### src/rtl/conv_rr_arbiter.sv
// Round-robin owner of a single conv engine: one requester holds the engine for a
// full vector load plus its complete result drain, with zero-latency handshake muxing.
//
// state | meaning
// IDLE  | no owner; pick the first valid requester at or after ptr
// LOAD  | owner's x stream wired to engine until X samples accepted
// DRAIN | engine y stream wired to owner until X-F+1 results delivered
module conv_rr_arbiter #(
  parameter int N = 4,
  parameter int X = 32,
  parameter int F = 4,
  parameter int W = 16
) (
  input  logic           clk,
  input  logic           reset,
  input  logic [N*W-1:0] req_x_data,
  input  logic [N-1:0]   req_x_valid,
  output logic [N-1:0]   req_x_ready,
  output logic [N*W-1:0] req_y_data,
  output logic [N-1:0]   req_y_valid,
  input  logic [N-1:0]   req_y_ready,
  output logic [W-1:0]   eng_x_data,
  output logic           eng_x_valid,
  input  logic           eng_x_ready,
  input  logic [W-1:0]   eng_y_data,
  input  logic           eng_y_valid,
  output logic           eng_y_ready,
  output logic [N-1:0]   grant,
  output logic           busy
);

  localparam int GW = (N > 1) ? $clog2(N) : 1;
  localparam int CW = $clog2(X);
  localparam logic [GW:0]   N_V    = (GW+1)'(N);
  localparam logic [GW-1:0] G_LAST = GW'(N - 1);
  localparam logic [CW-1:0] X_LAST = CW'(X - 1);
  localparam logic [CW-1:0] Y_LAST = CW'(X - F);

  typedef enum logic [1:0] {
    IDLE  = 2'd0,
    LOAD  = 2'd1,
    DRAIN = 2'd2
  } state_t;

  state_t        state;
  logic [GW-1:0] ptr;
  logic [GW-1:0] gidx;
  logic [CW-1:0] xcnt;
  logic [CW-1:0] ycnt;

  logic          win_found;
  logic [GW-1:0] win_idx;
  logic [GW:0]   cand;
  logic          x_fire;
  logic          y_fire;

  // Rotating search: candidate index is ptr+k folded back into 0..N-1.
  always_comb begin
    win_found = 1'b0;
    win_idx   = '0;
    cand      = '0;
    for (int k = 0; k < N; k++) begin
      cand = {1'b0, ptr} + (GW+1)'(k);
      if (cand >= N_V) cand = cand - N_V;
      if (!win_found && req_x_valid[cand[GW-1:0]]) begin
        win_found = 1'b1;
        win_idx   = cand[GW-1:0];
      end
    end
  end

  always_comb begin
    eng_x_data  = '0;
    eng_x_valid = 1'b0;
    eng_y_ready = 1'b0;
    req_x_ready = '0;
    req_y_data  = '0;
    req_y_valid = '0;
    for (int i = 0; i < N; i++) begin
      if (grant[i]) begin
        if (state == LOAD) begin
          eng_x_data     = req_x_data[i*W +: W];
          eng_x_valid    = req_x_valid[i];
          req_x_ready[i] = eng_x_ready;
        end
        if (state == DRAIN) begin
          req_y_data[i*W +: W] = eng_y_data;
          req_y_valid[i]       = eng_y_valid;
          eng_y_ready          = req_y_ready[i];
        end
      end
    end
  end

  assign x_fire = eng_x_valid & eng_x_ready;
  assign y_fire = eng_y_valid & eng_y_ready;

  // Counters hold at their terminal value; the state change is what ends each phase.
  always_ff @(posedge clk or negedge reset) begin
    if (!reset) begin
      state <= IDLE;
      grant <= '0;
      busy  <= 1'b0;
      ptr   <= '0;
      gidx  <= '0;
      xcnt  <= '0;
      ycnt  <= '0;
    end else begin
      unique case (state)
        IDLE: begin
          if (win_found) begin
            grant <= N'(1) << win_idx;
            gidx  <= win_idx;
            xcnt  <= '0;
            ycnt  <= '0;
            busy  <= 1'b1;
            state <= LOAD;
          end
        end
        LOAD: begin
          if (x_fire) begin
            if (xcnt == X_LAST) state <= DRAIN;
            else xcnt <= xcnt + 1'b1;
          end
        end
        DRAIN: begin
          if (y_fire) begin
            if (ycnt == Y_LAST) begin
              state <= IDLE;
              grant <= '0;
              busy  <= 1'b0;
              ptr   <= (gidx == G_LAST) ? '0 : gidx + 1'b1;
            end else begin
              ycnt <= ycnt + 1'b1;
            end
          end
        end
        default: state <= IDLE;
      endcase
    end
  end

endmodule
### config.mk
export PLATFORM = sky130hd
export DESIGN_NAME = conv_rr_arbiter
export DESIGN_NICKNAME = d
export VERILOG_FILES = /design/src/rtl/conv_rr_arbiter.sv
export SDC_FILE = /design/constraint.sdc
export NUM_CORES = 1
export LEC_CHECK = 0
export ABC_AREA = 1
export BUFFER_PORTS_ARGS = -buffer_cell sky130_fd_sc_hd__buf_2
export CAP_MARGIN = 20
export CORE_ASPECT_RATIO = 1.75
export CORE_MARGIN = 2
export CORE_UTILIZATION = 30
export CTS_CLUSTER_SIZE = 20
export DETAILED_ROUTE_END_ITERATION = 16
export SYNTH_ARGS = -nofsm -noshare
export SYNTH_HDL_FRONTEND = slang
export SYNTH_SLANG_ARGS = --single-unit
### constraint.sdc
create_clock -name clk -period 3.65 [get_ports clk]
set_input_delay 0.73 -clock clk [delete_from_list [all_inputs] [get_ports clk]]
set_output_delay 0.73 -clock clk [all_outputs]
set_load 0.01 [all_outputs]
==> key figures <==
Global route
  – Vias in the first global route: around 3.2k
  – Gr usage total: 0.208
  – First-pass GRT wire length: roughly 15000 microns
  – Remaining global-route overflow: 0
  – Largest net degree at the start of global routing: 27
  – Initial antenna violation count: 0

Timing
  – Hold Vio Cnt, Final: 0
  – Worst-margin pin slew: 0.722 ns
  – Relative slew slack: 0.518
  – Setup ws final: approximately 0.73 ns
  – Final setup TNS: 0 ns
  – Fmax: 342 MHz
  – Unrepaired setup endpoints after global routing: no
  – Fin. max-slew vios: 0
  – Setup violations, final: 0
  – Fin crit share: 0.801
  – Skew final: 0.00577 ns
  – Min cycle time layout: just under 3 ns

Yosys
  – Area fraction of the dominant cell type after synthesis: 0.207
  – Post-synth top area cell: dfrtp_1
  – Synth area leaders: dfrtp_1, nand2_1, nor2_1
  – Synth Cell Area: 2540 sq um
  – Seq cells post-synth: 21
  – Syn_area_per_cell: roughly 5.8 sq um
  – Distinct cells, synth: 33
  – Post-synthesis sequential area ratio: 0.207
  – Yosys warning total: 0
  – Syn nets: between 500 and 600
  – Post-Synthesis Cells: ~440

Layout
  – P&R area growth vs syn: 40.0%
  – Final instance area: between 3000 and 4000 sq um
  – Nets: roughly 700
  – Commonest non-fill, non-tap cell in the layout: buf_2
  – Number of fill cells in the layout: just under 900
  – Fin cells: ~700
  – FF/Latch Area: roughly 530 sq um
  – Ant. Diodes: 0
  – Fraction of layout cells with a size suffix above 1: 0.373
  – Area of the multi-input gates: 1760 sq um
  – Most frequent cells in the layout: buf_2, nand2_1, nor2_1

Routing
  – Via/cell ratio: 5.11
  – DRC Markers: 0
  – Routed length per instance: ~15 microns
  – DRT iter0 DRCs: between 100 and 150
  – DRT Wirelength: approximately 10000 microns
  – Post-route ant nets: 0
  – Routed vias: 3570
  – Iteration count of the initial detailed-routing pass: 4

Clocking
  – Clock latency on the worst-skew pair: 0.26 ns
  – Hold buffers post-CTS: 0
  – CTS Root Buffer Type: clkbuf_16
  – Max Root-Sink Buffers: 2
  – H-tree levels: 1
  – Post-CTS setup buffers: 0
  – Post-cts repair resize count: 0
  – CTS Buf Count: 3
  – Sink Count: 21
  – Worst-path clk slew: ~0.06 ns
  – CTS tree: done

Critical path
  – Crit path max fanout: 23
  – CP max stage delay: around 0.52 ns
  – Critical Path Start: grant[1]$_DFFE_PN0P_
  – Critical path, cell by cell: clkinv_1, buf_4, o21ai_0, nor3_1, a31oi_1, o21ai_1, buf_2
  – Arrival time at the worst endpoint: roughly 2.2 ns
  – R2R setup slack: 1.38 ns
  – Worst path bufs/invs: 3
  – R2r startpoint: grant[2]$_DFFE_PN0P_
  – Reg2Reg Depth: 10
  – R2R Path End: xcnt[4]$_DFFE_PN0P_
  – Worst endpoint required time: 2.92 ns
  – Largest delay contributor family on the critical path: buffers and inverters
  – Worst path slowest cell: clkinv_1
  – CP Capture Type: output port
  – Crit Path Class: reg -> out
  – Startpoint types: register

Power and ir drop
  – Largest vdd supply drop: 152 uV
  – Power Density: roughly 250 nW/um^2
  – Total power: 0.882 mW
  – P_leak: between 2 and 2.5 nW

Floorplanning
  – Initial Util: 0.308
  – Die W: around 74 microns
  – Chip Height: 126 microns
  – # rows: 44
  – I/O Pins: ~190
  – Die ar.: slightly above 9000 sq um
  – Core Region: between 8000 and 9000 sq um

Placement
  – Port bufs: 186
  – Hpwl dp: just over 8000 microns
  – Placed cells: 694
  – DP Area: between 3000 and 4000 sq um
  – Worst slack at placement: just under 1 ns
  – GPL Wtd Cong: roughly 0.91

Run status
  – Status: finished, final reports clean

Flow run
  – Max-cap violations: 0

Min path
  – Worst hold path class: in -> async
-- worst max path at each step --
stage,endpoint,depth (start not counted)
after global placement,eng_x_data[12],7
after CTS,eng_x_data[13],7
after detailed placement,eng_x_data[13],7
after floorplan,req_y_data[10],7
after global routing,eng_x_data[13],7
final,eng_x_data[13],7
-- worst reg2reg max path, stage by stage, from the launching register on --
cell and delay (ns):
dfrtp_1 0.60, inv_1 0.65, nor2_1 0.08, nor2_1 0.13, nand2_1 0.05, nand2_1 0.12, nand2_1 0.08, nand2_2 0.15
nand3_2 0.16, nand2_1 0.09, nand2_1 0.05
-- state kept, by name, summed over array words and instances, names as in the netlist --
signal,cells
xcnt,5
ycnt,5
ptr,2
state,2
grant,4
gidx,2
busy,1
-- synth_stat cells (all sizes together) --
cell	number
a21oi	22
clkbuf	10
xor2	3
inv	27
nand4	13
ha	5
nand2	133
nor3	6
clkinv	4
o211ai	10
nor3b	1
or2	1
xnor2	1
nand3	24
nor2	97
a31oi	7
and2	1
dfrtp	21
buf	14
o21ai	37
-- power breakdown --
group	internal (mW)	switching (mW)
Combinational	0.142	0.203
Clock	0.149	0.0907
Sequential	0.260	0.0375
Total	0.551	0.332
-- cell type report --
type | instances | area share
multi-input cells | 361 | 0.496
clock buffers | 4 | 0.0222
inverters | 31 | 0.0334
repair buffers | 189 | 0.268
well taps | 92 | 0.0324
flip-flops and latches | 21 | 0.148
-- through the flow --
stage / utilization / hold slack (ns)
6_report: 0.430 / 0.436
5_1_grt: 0.430 / 0.475
4_1_cts: 0.430 / 0.453
3_5_place_dp: 0.421 / 0.471
3_3_place_gp: 0.421 / 0.456
2_1_floorplan: - / 0.434
-- layer usage --
layer | vias up | part of all wire | GRT usage
met4 | 0 | 0.026 | 0.0813
met1 | 1625 | 0.38 | 0.228
li1 | 1760 | - | -
met3 | 18 | 0.073 | 0.0200
met5 | - | 0 | 0
met2 | 167 | 0.52 | 0.392
-- kinds of logic after synthesis --
| group | Yosys count | share of synthesized area |
|---|---|---|
| flops | 21 | 0.207 |
| buf+inv | 55 | 0.0990 |
| fa+ha+maj | 5 | 0.0246 |
| compound gates | 76 | 0.165 |
| simple gates | 276 | 0.491 |
| xor+xnor | 4 | 0.0138 |
Note: power is estimated with default switching activity, not from simulation.
